--- config.mk ---
export PLATFORM = sky130hd
export DESIGN_NAME = frame_reception
export DESIGN_NICKNAME = d
export VERILOG_FILES = /design/src/rtl/frame_reception.sv
export SDC_FILE = /design/constraint.sdc
export NUM_CORES = 1
export LEC_CHECK = 0
export BUFFER_PORTS_ARGS = -buffer_cell sky130_fd_sc_hd__buf_2
export CAP_MARGIN = 25
export CORE_ASPECT_RATIO = 0.6
export CORE_MARGIN = 4
export CORE_UTILIZATION = 25
export DETAILED_ROUTE_END_ITERATION = 6
export GPL_TIMING_DRIVEN = 0
export RECOVER_POWER = 100
export SKIP_CTS_REPAIR_TIMING = 1
export SYNTH_ARGS = -nofsm -noshare
export SYNTH_HDL_FRONTEND = slang
export SYNTH_SLANG_ARGS = --single-unit
--- constraint.sdc ---
create_clock -name clk -period 31.8 [get_ports clk]
set_input_delay 3.18 -clock clk [delete_from_list [all_inputs] [get_ports clk]]
set_output_delay 3.18 -clock clk [all_outputs]
set_load 0.005 [all_outputs]
--- src/rtl/frame_reception.sv ---
// frame_reception: byte-wide Ethernet frame receiver.
// Hunts for preamble (0xAA...) and SFD (0xAB), then parses destination,
// source, EtherType, a 4-byte payload and a 4-byte FCS. A reflected CRC-32
// over destination..payload is compared against the received FCS.
// Optional feature macro: RX_ADDR_FILTER_EN (drop frames whose destination
// is neither MAC_ADDR nor broadcast).
module frame_reception #(
    parameter int          PREAMBLE_MIN = 7,
    parameter logic [47:0] MAC_ADDR     = 48'h02_00_00_00_00_01
) (
    input  logic        clk,
    input  logic        rst,
    input  logic [7:0]  rx_in,
    input  logic        rx_dv,
    output logic [47:0] dest_addr,
    output logic [47:0] src_addr,
    output logic [15:0] eth_type,
    output logic [31:0] data_out,
    output logic        rx_done,
    output logic        crc_ok,
    output logic        rx_abort
);

    typedef enum logic [2:0] {
        S_IDLE, S_PREAMBLE, S_DEST, S_SRC, S_TYPE, S_PAYLOAD, S_FCS, S_DRAIN
    } state_t;

    localparam logic [3:0]  PRE_MIN  = 4'(PREAMBLE_MIN);
    localparam logic [31:0] CRC_INIT = 32'hFFFF_FFFF;

    // Reflected CRC-32 (0x04C11DB7 reversed = 0xEDB88320), LSB of byte first.
    function automatic logic [31:0] crc32_byte(input logic [31:0] c, input logic [7:0] b);
        logic [31:0] r;
        r = c ^ {24'd0, b};
        for (int i = 0; i < 8; i++) begin
            r = r[0] ? ((r >> 1) ^ 32'hEDB8_8320) : (r >> 1);
        end
        return r;
    endfunction

    state_t      state_q, state_d;
    logic [3:0]  pre_cnt_q, pre_cnt_d;
    logic [2:0]  byte_cnt_q, byte_cnt_d;
    logic [31:0] crc_q, crc_d;
    logic [47:0] dest_w_q, dest_w_d;
    logic [47:0] src_w_q, src_w_d;
    logic [15:0] type_w_q, type_w_d;
    logic [31:0] data_w_q, data_w_d;
    logic [23:0] fcs_w_q, fcs_w_d;
    logic [47:0] dest_addr_q, dest_addr_d;
    logic [47:0] src_addr_q, src_addr_d;
    logic [15:0] eth_type_q, eth_type_d;
    logic [31:0] data_out_q, data_out_d;
    logic        rx_done_q, rx_done_d;
    logic        crc_ok_q, crc_ok_d;
    logic        rx_abort_q, rx_abort_d;

    logic [47:0] dest_full;
    logic [31:0] fcs_full;
    logic        addr_ok;

    // Destination filter decision on the completed 6-byte address.
    always_comb begin
        dest_full = {dest_w_q[39:0], rx_in};
`ifdef RX_ADDR_FILTER_EN
        addr_ok = (dest_full == MAC_ADDR) || (dest_full == 48'hFFFF_FFFF_FFFF);
`else
        // No filtering: every destination is accepted; the comparison keeps
        // MAC_ADDR referenced so both builds share one parameter list.
        addr_ok = (dest_full == MAC_ADDR) | 1'b1;
`endif
    end

    // Next-state, field shifting, CRC update and strobe generation.
    always_comb begin
        state_d     = state_q;
        pre_cnt_d   = pre_cnt_q;
        byte_cnt_d  = byte_cnt_q;
        crc_d       = crc_q;
        dest_w_d    = dest_w_q;
        src_w_d     = src_w_q;
        type_w_d    = type_w_q;
        data_w_d    = data_w_q;
        fcs_w_d     = fcs_w_q;
        dest_addr_d = dest_addr_q;
        src_addr_d  = src_addr_q;
        eth_type_d  = eth_type_q;
        data_out_d  = data_out_q;
        rx_done_d   = 1'b0;
        crc_ok_d    = 1'b0;
        rx_abort_d  = 1'b0;
        fcs_full    = {fcs_w_q, rx_in};

        case (state_q)
            S_IDLE: begin
                pre_cnt_d  = 4'd0;
                byte_cnt_d = 3'd0;
                crc_d      = CRC_INIT;
                if (rx_dv && rx_in == 8'hAA) begin
                    pre_cnt_d = 4'd1;
                    state_d   = S_PREAMBLE;
                end
            end
            S_PREAMBLE: begin
                crc_d = CRC_INIT;
                if (!rx_dv) begin
                    state_d = S_IDLE;
                end else if (rx_in == 8'hAA) begin
                    if (pre_cnt_q != 4'd15) pre_cnt_d = pre_cnt_q + 4'd1;
                end else if (rx_in == 8'hAB && pre_cnt_q >= PRE_MIN) begin
                    byte_cnt_d = 3'd0;
                    state_d    = S_DEST;
                end else begin
                    state_d = S_DRAIN;
                end
            end
            S_DEST, S_SRC, S_TYPE, S_PAYLOAD, S_FCS: begin
                if (!rx_dv) begin
                    // Gap inside a frame: truncated, outputs untouched.
                    rx_abort_d = 1'b1;
                    byte_cnt_d = 3'd0;
                    state_d    = S_IDLE;
                end else begin
                    byte_cnt_d = byte_cnt_q + 3'd1;
                    if (state_q != S_FCS) crc_d = crc32_byte(crc_q, rx_in);
                    case (state_q)
                        S_DEST: begin
                            dest_w_d = dest_full;
                            if (byte_cnt_q == 3'd5) begin
                                byte_cnt_d = 3'd0;
                                state_d    = addr_ok ? S_SRC : S_DRAIN;
                            end
                        end
                        S_SRC: begin
                            src_w_d = {src_w_q[39:0], rx_in};
                            if (byte_cnt_q == 3'd5) begin
                                byte_cnt_d = 3'd0;
                                state_d    = S_TYPE;
                            end
                        end
                        S_TYPE: begin
                            type_w_d = {type_w_q[7:0], rx_in};
                            if (byte_cnt_q == 3'd1) begin
                                byte_cnt_d = 3'd0;
                                state_d    = S_PAYLOAD;
                            end
                        end
                        S_PAYLOAD: begin
                            data_w_d = {data_w_q[23:0], rx_in};
                            if (byte_cnt_q == 3'd3) begin
                                byte_cnt_d = 3'd0;
                                state_d    = S_FCS;
                            end
                        end
                        S_FCS: begin
                            fcs_w_d = fcs_full[23:0];
                            if (byte_cnt_q == 3'd3) begin
                                // Frame complete; trailing bytes are drained.
                                byte_cnt_d  = 3'd0;
                                state_d     = S_DRAIN;
                                rx_done_d   = 1'b1;
                                crc_ok_d    = (fcs_full == ~crc_q);
                                dest_addr_d = dest_w_q;
                                src_addr_d  = src_w_q;
                                eth_type_d  = type_w_q;
                                data_out_d  = data_w_q;
                            end
                        end
                        default: ;
                    endcase
                end
            end
            S_DRAIN: begin
                byte_cnt_d = 3'd0;
                crc_d      = CRC_INIT;
                if (!rx_dv) state_d = S_IDLE;
            end
            default: state_d = S_IDLE;
        endcase
    end

    // State, working and output registers with asynchronous reset.
    always_ff @(posedge clk or posedge rst) begin
        if (rst) begin
            state_q     <= S_IDLE;
            pre_cnt_q   <= 4'd0;
            byte_cnt_q  <= 3'd0;
            crc_q       <= CRC_INIT;
            dest_w_q    <= 48'd0;
            src_w_q     <= 48'd0;
            type_w_q    <= 16'd0;
            data_w_q    <= 32'd0;
            fcs_w_q     <= 24'd0;
            dest_addr_q <= 48'd0;
            src_addr_q  <= 48'd0;
            eth_type_q  <= 16'd0;
            data_out_q  <= 32'd0;
            rx_done_q   <= 1'b0;
            crc_ok_q    <= 1'b0;
            rx_abort_q  <= 1'b0;
        end else begin
            state_q     <= state_d;
            pre_cnt_q   <= pre_cnt_d;
            byte_cnt_q  <= byte_cnt_d;
            crc_q       <= crc_d;
            dest_w_q    <= dest_w_d;
            src_w_q     <= src_w_d;
            type_w_q    <= type_w_d;
            data_w_q    <= data_w_d;
            fcs_w_q     <= fcs_w_d;
            dest_addr_q <= dest_addr_d;
            src_addr_q  <= src_addr_d;
            eth_type_q  <= eth_type_d;
            data_out_q  <= data_out_d;
            rx_done_q   <= rx_done_d;
            crc_ok_q    <= crc_ok_d;
            rx_abort_q  <= rx_abort_d;
        end
    end

    assign dest_addr = dest_addr_q;
    assign src_addr  = src_addr_q;
    assign eth_type  = eth_type_q;
    assign data_out  = data_out_q;
    assign rx_done   = rx_done_q;
    assign crc_ok    = crc_ok_q;
    assign rx_abort  = rx_abort_q;

endmodule

# After elaboration in Yosys (flattened, before gate mapping)
# Cells that the tools add are included.
[classes]
n_reduce_logical = 19
mux = 48
addsub = 2
eq_ne = 31
magnitude_cmp = 1
bitwise = 10
[op_table]
columns = ["cell", "count"]
rows = [
  ["$mux 32", 10],
  ["$not 13->14", 8],
  ["$pmux 32 s2", 1],
  ["$mux 3", 18],
  ["$eq 32x32->1", 1],
  ["$not 32->32", 1],
  ["$xor 32x8->32", 1],
  ["$ne 4x4->1 const B", 6],
  ["$ne 2x2->1 const B", 9],
  ["$pmux 3 s3", 2],
  ["$reduce_and 3->1", 6],
  ["$eq 8x8->1 const B", 2],
  ["$eq 3x3->1 const B", 5],
  ["$pmux 3 s5", 1],
  ["$mux 4", 3],
  ["$pmux 3 s4", 1],
  ["$mux 1", 11],
  ["$eq 3x2->1 const B", 3],
  ["$reduce_and 9->1", 1],
  ["$pmux 4 s2", 1],
  ["$reduce_and 4->1", 2],
  ["$ne 7x7->1 const B", 1],
  ["$eq 3x1->1 const B", 2],
  ["$ne 3x3->1 const B", 2],
  ["10 further kinds", 13],
]
[word_totals]
output_inout_bits = 147
regBits = 357
inputBits = 11

# Logic depth before layout (Yosys ltp)
# Gate-level depths: netlist of run 1.
[depth]
ltp_word = 20
ltp_mapped = 7
mapped_depth_nobuf = 6

# Least setup slack after synthesis of run 1
# Ideal clock, no wire load.
[synth_path]
path_kind = "in2reg"
from = "in rx_dv"
to = "reg data_out_q[10], in the netlist data_out[10]"
t_arrival_ps = 4566
path_stages = 6
setup_time_ps = 125
slack_ps = 27109
path_buffers = 3
cell_sequence = "clkbuf_1 -> nand3_2 -> nor3b_1 -> buf_2 -> buf_2 -> mux2_2"
[synth_via]
elab_chain_len = 1
[synth_lines]
columns = ["item", "line_no", "text"]
rows = [
  ["from (decl)", "14", "input logic rx_dv,"],
  ["$reduce_and 4->1 (no line)", "--", ""],
  ["to (signal assigned)", "214", "data_out_q <= data_out_d;"],
  ["to (decl)", "53", "logic [31:0] data_out_q, data_out_d;"],
]
# No other way between the ends.
# A chain may end at the register's enable or synchronous reset.

==> results of run 1 <==
-- how the worst max path moves through the flow --
stage / slack [ns] / cells after the start / from / endpoint
finish: 19.98 / 3 / rst / dest_addr[41]
global route: 17.85 / 3 / rst / fcs_w_q[11]
CTS: 26.89 / 6 / rx_dv / crc_ok
detailed placement: 26.32 / 6 / rx_dv / crc_ok
global placement: 14.80 / 2 / rst / dest_addr[32]
floorplan: 18.77 / 1 / rst / byte_cnt_q[0]
-- sequential cells by signal, indices dropped and copies added (netlist names) --
signal and flops:
src_addr 48, pre_cnt_q 4, state_q 3, data_w_q 32
rx_done 1, dest_w_q 48, eth_type 16, fcs_w_q 24
type_w_q 16, crc_ok 1, data_out 32, dest_addr 48
crc_q 32, byte_cnt_q 3, rx_abort 1, src_w_q 48
-- Yosys cell counts, types with 7 or more instances --
cell,instances
ha_1,7
o22a_1,7
xor2_1,16
xnor2_1,70
inv_1,11
dfrtp_1,325
xnor2_2,7
a21oi_1,31
mux2_2,313
clkbuf_1,18
buf_2,21
dfstp_2,32
nor2_1,30
-- cell families after synthesis --
| kind of cell | share of synthesized area |
|---|---|
| compound gates | 0.02452 |
| xor+xnor | 0.06730 |
| fa+ha+maj | 0.006001 |
| buf+inv | 0.01594 |
| flops | 0.6148 |
| mux | 0.2422 |
| simple gates | 0.02923 |
-- routing by layer --
metal  GRT usage  part of all wire  wire length [um]
met1      0.1732              0.49             18060
met2      0.1656              0.42             15330
met3     0.03108             0.063              2295
met4     0.03311             0.023               840
met5           0                 0                 0
-- metrics by stage --
step | cells | utilization | hold slack, ns
global placement | 1894 | 0.2837 | 0.4808
floorplan | 968 | - | 0.4736
detailed placement | 1896 | 0.2848 | 0.4903
global route | 1966 | 0.3027 | 0.5083
finish | 1966 | 0.3027 | 0.4863
CTS | 1966 | 0.3069 | 0.4879
-- area by class of cell --
| cell class | count | area, um2 | share of cell area |
|---|---|---|---|
| multi-input combinational | 556 | 5346 | 0.3066 |
| tap | 770 | 963.4 | 0.05525 |
| clock buffer | 54 | 1132 | 0.06494 |
| inverter | 11 | 42.54 | 0.002440 |
| timing repair buffer | 158 | 668.1 | 0.03832 |
| sequential | 357 | 8974 | 0.5146 |
| buffer | 44 | 165.2 | 0.009472 |
| clock inverter | 16 | 145.1 | 0.008324 |
-- critical path, delay by kind of cell --
kind | cells | cell delay (ns)
buf+inv | 3 | 7.39
-- where the power goes --
part / internal, uW / leakage (uW) / switching (uW) / total [uW]
clock network: 252 / 0.000618 / 193 / 445
registers: 517 / 0.00483 / 49.2 / 567
logic: 127 / 0.00276 / 154 / 280
==> summary.md, run 1 <==
| Metric | Value |
|---|---|
| Num CTS Buffers | `39` |
| DP Area | `16400 um2` |
| Max H-tree Level | `2` |
| Largest net degree at the start of global routing | `129` |
| Hold path depth | `1` |
| Fill count | `5768` |
| Initial Util | `0.2534` |
| Initial antenna violation count | `4` |
| Port-buffer cells | `156` |
| Synth warnings | `0` |
| DRC Markers | `0` |
| Synthesized flop and latch total | `357` |
| # clock sinks | `357` |
| Hold Path Origin | `src_w_q[46]` |
| Post-synth cell types | `46` |
| Syn nets | `986` |
| Synth Cell Area | `14600 um2` |
| Hold Path End | `src_addr[46]` |
| Sequential area share after synthesis | `0.6148` |
| Number of max-cap violations | `3` |
| CTS tree | `built` |
| Yosys top cell by area | `dfrtp_1` |
| Ys async rst share | `1.000` |
| Max incr delay on CP | `4.69 ns` |
| Vias post-DR | `8545` |
| Place WS | `26.32 ns` |
| Clock Root Buffer | `clkbuf_16` |
| Worst Path Max Fanout | `128` |
| Worst Max-Slew Pin Slew | `6.623 ns` |
| DP HPWL | `25570 um` |
| Crit path launch type | `primary input` |
| DRT Pass-1 Iters | `5` |
| Vias in the first global route | `8942` |
| Clk slew on worst S/H paths | `0.06 ns` |
| P&R area growth vs syn | `19.47%` |
| Commonest non-fill, non-tap cell in the layout | `dfrtp_1` |
| Pwr Total | `1292 uW` |
| Rel. slew slack | `-3.415` |
| Initial drt markers | `606` |
| Flop-to-flop setup slack | `28.41 ns` |
| Area contributors post-synth | `dfrtp_1 (56%), mux2_2 (24%), dfstp_2 (5.8%)` |
| Yosys top cell area share | `0.5572` |
| Period Utilization, post-route | `0.3716` |
| Leak pwr | `0.008204 uW` |
| Worst Skew | `0.02245 ns` |
| Hold Crit Class | `reg2reg` |
| CP endpoint kind | `async pin` |
| Worst Path Required | `30.83 ns` |
| First-pass GRT wire length | `56480 um` |
| Total negative slack | `0 ns` |
| Routability Congestion | `0.8347` |
| Status | `complete, but fails checks` |
| Worst EP arrival | `10.85 ns` |
| Final WL | `36530 um` |
| Fin. max-slew vios | `362` |
| Skew-Pair Late Insertion Delay | `0.56 ns` |
| Failing checks | `max-capacitance violations, max-slew violations` |
| CORE AREA | `57600 um2` |
| Routed vias/inst | `4.346` |
| Final setup fails | `0` |
| R2R Path End | `data_out[24]` |
| Ant diodes | `0` |
| Nets@finish | `1185` |
| Die area | `62440 um2` |
| Avg Cell Area, Syn | `15.08 um2` |
| Fmax | `84.62 MHz` |
| Die Y | `195.2 um` |
| Routed WL per cell | `18.58 um` |
| Final hold violation count | `0` |
| P per Cell Area | `74.09 nW/um2` |
| Post-Layout Inst Area | `17440 um2` |
| Fraction of layout cells with a size suffix above 1 | `0.4022` |
| Site Rows | `68` |
| Critical R2R Launch | `state_q[0]` |
| Worst Setup Slack, final | `19.98 ns` |
| Max VDD drop | `0.02890 mV` |
| Syn Inst Count | `968` |
| Critical path class | `in2async` |
| GRT overflow | `0` |
| EDFF count, synth | `0` |
| CP cell instances | `buf_2 -> clkinvlp_2 -> clkbuf_1` |
| Post-synth top flop | `dfrtp_1` |
| Antenna-violating nets left | `0` |
| Die W | `319.9 um` |
| R2R depth | `7` |
| Slowest cell on the critical path | `clkbuf_1` |
| Max clock buf depth | `3` |
| Most frequent cells in the layout | `dfrtp_1 (325), mux2_2 (313), clkbuf_1 (145), xnor2_1 (74), buf_2 (60)` |
| I/O Pins | `158` |
| Gr usage total | `0.1165` |
| Period minus WS final | `11.82 ns` |
| RSZ-0062 raised after global routing | `no` |
No activity file was read; power rests on OpenSTA's default activity.
==> inputs of run 2 (changes only) <==
==> constraint.sdc (replaced) <==
create_clock -name clk -period 10.34 [get_ports clk]
set_input_delay 1.034 -clock clk [delete_from_list [all_inputs] [get_ports clk]]
set_output_delay 1.034 -clock clk [all_outputs]
set_load 0.005 [all_outputs]
==> run 2 against run 1 <==
The run still ends with max-capacitance violations, max-slew violations left; critical path type unchanged; cell area is 0.83% higher; non-clock buffer count is 7 higher; sequential cell count did not move; critical path depth is 4 higher; worst hold slack gained 0.014 ns; combinational power grew to 3.1 times the previous value; sequential share of layout area shrank 0.43 points; routed wire length decreased by 0.43%; first-iteration DRC count decreased by 29%.
==> summary.md, run 2 (synthesis results as in run 1) <==
| Metric | Value |
|---|---|
| Status | `complete, but fails checks` |
| Failing checks | `max-capacitance violations, max-slew violations` |
| Max VDD drop | `0.1088 mV (+280%)` |
| Critical R2R Launch | `state_q[0]` |
| CORE AREA | `57600 um2 (unchanged)` |
| Commonest non-fill, non-tap cell in the layout | `dfrtp_1` |
| DP HPWL | `25790 um (+0.84%)` |
| Flop-to-flop setup slack | `6.97 ns (-21.44 ns)` |
| Die W | `319.9 um (unchanged)` |
| Initial antenna violation count | `4 (unchanged)` |
| P per Cell Area | `227.5 nW/um2 (+210%)` |
| Ant diodes | `0 (unchanged)` |
| Worst Max-Slew Pin Slew | `2.260 ns (-4.363 ns)` |
| Gr usage total | `0.1163 (-0.0002375)` |
| Sw Pwr | `1202 uW (+200%)` |
| Placed insts | `1903 (+0.37%)` |
| Worst Path Required | `11.07 ns (-19.76 ns)` |
| Internal power | `2798 uW (+210%)` |
| Crit path launch type | `primary input` |
| Number of max-cap violations | `4 (+1)` |
| Clock Root Buffer | `clkbuf_16` |
| Num CTS Buffers | `39 (unchanged)` |
| Final Non-Filler Cells | `1972 (+0.31%)` |
| P&R area growth vs syn | `20.46%` |
| Initial drt markers | `429 (-29%)` |
| Place WS | `6.905 ns (-19.41 ns)` |
| Combinational share of power | `0.215 (-0.002)` |
| Most frequent cells in the layout | `dfrtp_1 (325), mux2_2 (313), clkbuf_1 (149), xnor2_1 (73), buf_2 (63)` |
| Hold Path Origin | `src_addr[45]` |
| First-pass GRT wire length | `56370 um (-0.18%)` |
| Vias in the first global route | `9022 (+0.89%)` |
| Port-buffer cells | `156 (unchanged)` |
| Die area | `62440 um2 (unchanged)` |
| GRT overflow | `0 (unchanged)` |
| R2R depth | `7 (unchanged)` |
| Reg power frac | `0.435 (-0.004)` |
| Routed WL per cell | `18.44 um (-0.73%)` |
| Routability Congestion | `0.8398 (+0.61%)` |
| I/O Pins | `158 (unchanged)` |
| Worst Setup Slack, final | `5.110 ns (-14.87 ns)` |
| Sw Share | `0.3006 (-0.005625)` |
| Worst EP arrival | `5.97 ns (-4.88 ns)` |
| Nets@finish | `1192 (+0.59%)` |
| Fin. max-slew vios | `153 (-58%)` |
| Worst Skew | `0.03159 ns (+0.009140 ns)` |
| Fraction of layout cells with a size suffix above 1 | `0.4043 (+0.002152)` |
| Final WL | `36370 um (-0.43%)` |
| Antenna-violating nets left | `0 (unchanged)` |
| Leak pwr | `0.008282 uW (+0.94%)` |
| Hold Path End | `src_addr[45]` |
| Worst Path Max Fanout | `44 (-66%)` |
| Initial Util | `0.2534 (unchanged)` |
| Hold Crit Class | `reg2reg` |
| Worst Hold Slack | `0.4999 ns (+0.01360 ns)` |
| CP endpoint kind | `async pin` |
| Total negative slack | `0 ns (unchanged)` |
| Final hold violation count | `0 (unchanged)` |
| CTS tree | `built` |
| Vias post-DR | `8454 (-1.1%)` |
| DP Area | `16530 um2 (+0.79%)` |
| Fmax | `191.2 MHz` |
| # clock sinks | `357 (unchanged)` |
| R2R Path End | `data_out[24]` |
| Skew-Pair Late Insertion Delay | `0.56 ns (about the same)` |
| Clock Power Share | `0.349 (+0.004)` |
| Largest net degree at the start of global routing | `45 (-65%)` |
| DRT Pass-1 Iters | `4 (-1)` |
| Routed vias/inst | `4.287 (-1.4%)` |
| Die Y | `195.2 um (unchanged)` |
| Critical path class | `in2async` |
| Post-Layout Inst Area | `17580 um2 (+0.83%)` |
| Fill count | `5793 (+0.43%)` |
| DRC Markers | `0 (unchanged)` |
| Max clock buf depth | `3 (unchanged)` |
| Final setup fails | `0 (unchanged)` |
| Period minus WS final | `5.230 ns` |
| RSZ-0062 raised after global routing | `no` |
| Max H-tree Level | `2 (unchanged)` |
| Clk slew on worst S/H paths | `0.06 ns (about the same)` |
| Site Rows | `68 (unchanged)` |
| Rel. slew slack | `-0.5067 (+2.909)` |
| Period Utilization, post-route | `0.5058` |
| Hold path depth | `1 (unchanged)` |
[run 2: changes by cell type in the layout (fill, tap and decap cells not counted), moves of 2 or more]
cell and change:
buf_2 +3, bufinv_16 +2, clkinv_4 -3, clkbuf_1 +4
clkbuf_8 -4, buf_12 +4
[run 2: area by class of cell]
cell class	count	area, um2	area share
Clock buffer	55	1117	0.06355
Timing Repair Buffer	165	787.0	0.04476
Tap cell	770	963.4	0.05480
Buffer	44	165.2	0.009394
Clock inverter	14	171.4	0.009749
Multi-Input combinational cell	556	5361	0.3049
Inverter	11	42.54	0.002420
Sequential cell	357	8974	0.5104
[run 2: metrics by stage]
| step | power [uW] | utilization |
|---|---|---|
| finish | 4000 | 0.3052 |
| CTS | 4075 | 0.3094 |
| global route | 4211 | 0.3052 |
| global placement | 2603 | 0.2837 |
| detailed placement | 2633 | 0.2870 |
| floorplan | 2382 | - |
[run 2: how the worst max path moves through the flow]
stage                           from             to  slack (ns)  depth (start not counted)
final                            rst  dest_addr[41]        5.11                          7
after global routing             rst    dest_w_q[8]        4.06                          7
after CTS                 state_q[0]         crc_ok        7.42                          7
after detailed placement       rx_dv         crc_ok        6.91                          6
after global placement           rst  dest_addr[14]        2.48                          2
after floorplan                  rst  byte_cnt_q[0]        4.55                          1
[run 2: power groups by stage]
stage          Sequential, uW  Clock [uW]  Combinational (uW)
6_report                 1740        1400                 861
2_1_floorplan            1710           0                 673
3_5_place_dp             1770           0                 868
3_3_place_gp             1760           0                 844
5_1_grt                  1760        1510                 938
4_1_cts                  1740        1460                 874
[run 2: per-layer routing]
layer | GRT usage | routed length, um | vias up | part of all wire
li1 | - | - | 3820 | -
met1 | 0.1710 | 18080 | 4429 | 0.50
met2 | 0.1713 | 15690 | 156 | 0.43
met3 | 0.02600 | 1818 | 49 | 0.050
met4 | 0.03311 | 779 | 0 | 0.021
met5 | 0 | 0 | - | 0
[run 2: worst max-delay path, stage by stage]
cell and delay [ns]:
buf_2 0.10, clkinvlp_2 0.69, clkbuf_1 1.61, clkbuf_1 1.56
buf_12 0.33, buf_12 0.27, buf_12 0.27
==> inputs of run 3 (changes only) <==
--- a/config.mk
+++ b/config.mk
@@ -5,6 +5,7 @@
 export SDC_FILE = /design/constraint.sdc
 export NUM_CORES = 1
 export LEC_CHECK = 0
+export ABC_AREA = 1
 export BUFFER_PORTS_ARGS = -buffer_cell sky130_fd_sc_hd__buf_2
 export CAP_MARGIN = 25
 export CORE_ASPECT_RATIO = 0.6
==> constraint.sdc (replaced) <==
create_clock -name clk -period 4.2 [get_ports clk]
set_input_delay 0.42 -clock clk [delete_from_list [all_inputs] [get_ports clk]]
set_output_delay 0.42 -clock clk [all_outputs]
set_load 0.005 [all_outputs]
==> run 3 against run 2 <==
The run now ends clean; area after synthesis increased by 6.5%; critical path depth increased by 4; via count rose by 43%; register-to-register slack worse by 5.9 ns; core utilization shrank 1.1 points; cell area grew 2.3%; die area increased by 6.3%; sequential cell count did not move; sequential power rose to 2.8 times the previous value; largest power group unchanged.
==> summary.md, run 3 <==
| Metric | Value |
|---|---|
| Largest net degree at the start of global routing | `44 (-2.2%)` |
| Top Family by Delay on Critical Path | `buffers and inverters` |
| Slowest cell on the critical path | `clkbuf_1` |
| Fin. max-slew vios | `0 (-100%)` |
| Fin util | `0.2939 (-0.01131)` |
| Internal power | `6976 uW (+150%)` |
| Skew-Pair Late Insertion Delay | `0.54 ns (-0.02 ns)` |
| RSZ-0062 raised after global routing | `no` |
| Reg power frac | `0.443 (+0.008)` |
| Synth Cell Area | `15540 um2 (+6.5%)` |
| Num CTS Buffers | `34 (-13%)` |
| Critical R2R Launch | `state_q[2]` |
| P&R area growth vs syn | `15.77%` |
| Site Rows | `70 (+2.9%)` |
| Synth warnings | `0 (unchanged)` |
| Syn nets | `1718 (+74%)` |
| CP startpoint | `state_q[2]` |
| Worst Path Max Fanout | `10 (-77%)` |
| Vias in the first global route | `11800 (+31%)` |
| CP endpoint kind | `register` |
| Worst Skew | `0.01695 ns (-0.01463 ns)` |
| Antenna-violating nets left | `0 (unchanged)` |
| Fill count | `6571 (+13%)` |
| CP bufs+invs | `5 (-2)` |
| Gr usage total | `0.1393 (+0.02297)` |
| Sw Pwr | `4003 uW (+230%)` |
| Clock Root Buffer | `clkbuf_16` |
| Sequential area share after synthesis | `0.5773 (-0.03751)` |
| Number of max-cap violations | `0 (-4)` |
| Post-synth top flop | `dfrtp_1` |
| Ys async rst share | `1.000 (unchanged)` |
| Fraction of layout cells with a size suffix above 1 | `0.1045 (-0.2999)` |
| Final WL | `46810 um (+29%)` |
| Period Utilization, post-route | `0.7357` |
| Clock Power Share | `0.280 (-0.069)` |
| Max VDD drop | `0.2649 mV (+140%)` |
| Die W | `329.9 um (+3.1%)` |
| Hold Crit Class | `in2reg` |
| Vias post-DR | `12110 (+43%)` |
| P per Cell Area | `610.1 nW/um2 (+170%)` |
| Period minus WS final | `3.090 ns` |
| Max H-tree Level | `2 (unchanged)` |
| Initial Util | `0.2539 (+0.0005047)` |
| Routability Congestion | `0.9021 (+7.4%)` |
| Final hold violation count | `0 (unchanged)` |
| Fmax | `323.6 MHz` |
| Rel. slew slack | `0.04531 (+0.5520)` |
| Initial antenna violation count | `0 (-4)` |
| Synthesized flop and latch total | `357 (unchanged)` |
| Max clock buf depth | `3 (unchanged)` |
| Hold Path Origin | `rx_in[4]` |
| DP Area | `17540 um2 (+6.1%)` |
| Sw Share | `0.3646 (+0.06403)` |
| GRT overflow | `0 (unchanged)` |
| DP HPWL | `35460 um (+38%)` |
| Final Non-Filler Cells | `2752 (+40%)` |
| Syn Inst Count | `1700 (+76%)` |
| Post-Layout Inst Area | `17990 um2 (+2.3%)` |
| Avg Cell Area, Syn | `9.143 um2 (-39%)` |
| I/O Pins | `158 (unchanged)` |
| Routed WL per cell | `17.01 um (-7.8%)` |
| Worst Path Required | `4.67 ns (-6.40 ns)` |
| Area contributors post-synth | `dfrtp_1 (52%), nand2_1 (13%), o21ai_2 (5.7%)` |
| DRC Markers | `0 (unchanged)` |
| Worst Hold Slack | `0.1676 ns (-0.3323 ns)` |
| Most frequent cell after synthesis | `nand2_1` |
| CORE AREA | `61220 um2 (+6.3%)` |
| Status | `finished clean` |
| Commonest non-fill, non-tap cell in the layout | `nand2_1` |
| Crit path launch type | `register` |
| CP cell instances | `clkbuf_1 -> nand2_1 -> inv_1 -> nand2_1 -> nand2_1 -> o21ai_0 -> inv_1 -> nand2_1 -> clkbuf_1 -> o22ai_1 -> inv_1` |
| Most frequent cells in the layout | `nand2_1 (561), dfrtp_1 (325), o21ai_0 (277), inv_1 (207), clkbuf_1 (156)` |
| Die Y | `201.1 um (+3.1%)` |
| Placed insts | `2693 (+42%)` |
| CTS tree | `built` |
| Nets@finish | `1920 (+61%)` |
| Combinational share of power | `0.277 (+0.062)` |
| Worst EP arrival | `3.56 ns (-2.41 ns)` |
| Yosys top cell by area | `dfrtp_1` |
| Commonest cells in the netlist | `nand2_1 (558), dfrtp_1 (325), inv_1 (205)` |
| Ant diodes | `0 (unchanged)` |
| CP most frequent cell | `nand2_1` |
| Yosys top cell area share | `0.5232 (-0.03400)` |
| DRT Pass-1 Iters | `5 (+1)` |
| Max incr delay on CP | `0.57 ns (-1.04 ns)` |
| Place WS | `1.672 ns (-5.233 ns)` |
| Worst Setup Slack, final | `1.110 ns (-3.999 ns)` |
| Clk slew on worst S/H paths | `0.07 ns (about the same)` |
| First-pass GRT wire length | `71890 um (+28%)` |
| Post-synth cell types | `39 (-15%)` |
| Initial drt markers | `1090 (+150%)` |
| EDFF count, synth | `0 (unchanged)` |
| Worst Max-Slew Pin Slew | `1.432 ns (-0.8280 ns)` |
| Critical path class | `reg2reg` |
| Leak pwr | `0.008685 uW (+4.9%)` |
| # clock sinks | `357 (unchanged)` |
| Port-buffer cells | `156 (unchanged)` |
| Routed vias/inst | `4.399 (+2.6%)` |
| Die area | `66360 um2 (+6.3%)` |
| Final setup fails | `0 (unchanged)` |
run 3: cell types whose count changed in the layout (fill, tap and decap cells not counted), sizes merged, moves of 13 or more:
cell / before / now
nand3: 6 / 44
mux2: 313 / 1
nand2: 6 / 569
o22ai: 1 / 20
a21oi: 31 / 14
buf: 69 / 90
xor2: 21 / 34
inv: 11 / 213
o21ai: 3 / 294
xnor2: 77 / 8
run 3: cell type report:
class | instances | area [um2] | area share
Buffer | 73 | 380.4 | 0.02114
Timing Repair Buffer | 166 | 824.5 | 0.04582
Sequential cell | 357 | 8974 | 0.4987
Clock buffer | 50 | 980.9 | 0.05451
Multi-Input combinational cell | 1056 | 4880 | 0.2712
Tap cell | 828 | 1036 | 0.05757
Clock inverter | 8 | 112.6 | 0.006258
Inverter | 214 | 807.0 | 0.04485
run 3: power by group through the flow:
stage	logic [uW]	registers [uW]	clock network (uW)
floorplan	2240	4760	0
global placement	3050	4910	0
detailed placement	3130	4920	0
CTS	3150	4860	3170
global route	3440	4970	3330
finish	3040	4870	3080
run 3: through the flow:
step | power (uW) | setup TNS, ns
floorplan | 6997 | -317.91
global placement | 7960 | -984.66
detailed placement | 8053 | 0
CTS | 11180 | 0
global route | 11740 | 0
finish | 10980 | 0
run 3: cell families (layout without fill, tap and decap cells):
logic type	after synthesis	count (layout)	synth area share
AOI/OAI and AO/OA	340	340	0.1378
xor gates and xnor gates	42	42	0.02367
adders and majority gates	7	7	0.005634
buffers and inverters	287	511	0.08484
DFF	357	357	0.5773
muxes	2	2	0.001368
and+or+nand+nor	665	665	0.1694
run 3: worst register-to-register path: stages (launching register included):
cell	delay (ns)
dfrtp_1	0.39
clkbuf_1	0.23
nand2_1	0.15
inv_1	0.04
nand2_1	0.07
nand2_1	0.24
o21ai_0	0.53
inv_1	0.28
nand2_1	0.25
clkbuf_1	0.57
o22ai_1	0.19
inv_1	0.09
run 3: metal layers:
layer,wire (um),global-route usage,part of all wire,vias to the layer above
met2,18670,0.1918,0.40,342
li1,-,-,-,5757
met3,3723,0.03309,0.080,39
met1,23910,0.2215,0.51,5967
met4,506,0.02203,0.011,0
met5,0,0,0,-
run 3: final timing paths:
kind	depth (start not counted)	slack, ns	endpoint
min reg2reg	2	0.47	dest_addr[47]
max	11	1.11	crc_q[2]
max reg2reg	11	1.11	crc_q[2]
max in group asynchronous	6	1.37	crc_q[18]
min	3	0.17	src_w_q[4]
min in group asynchronous	3	0.65	src_w_q[47]
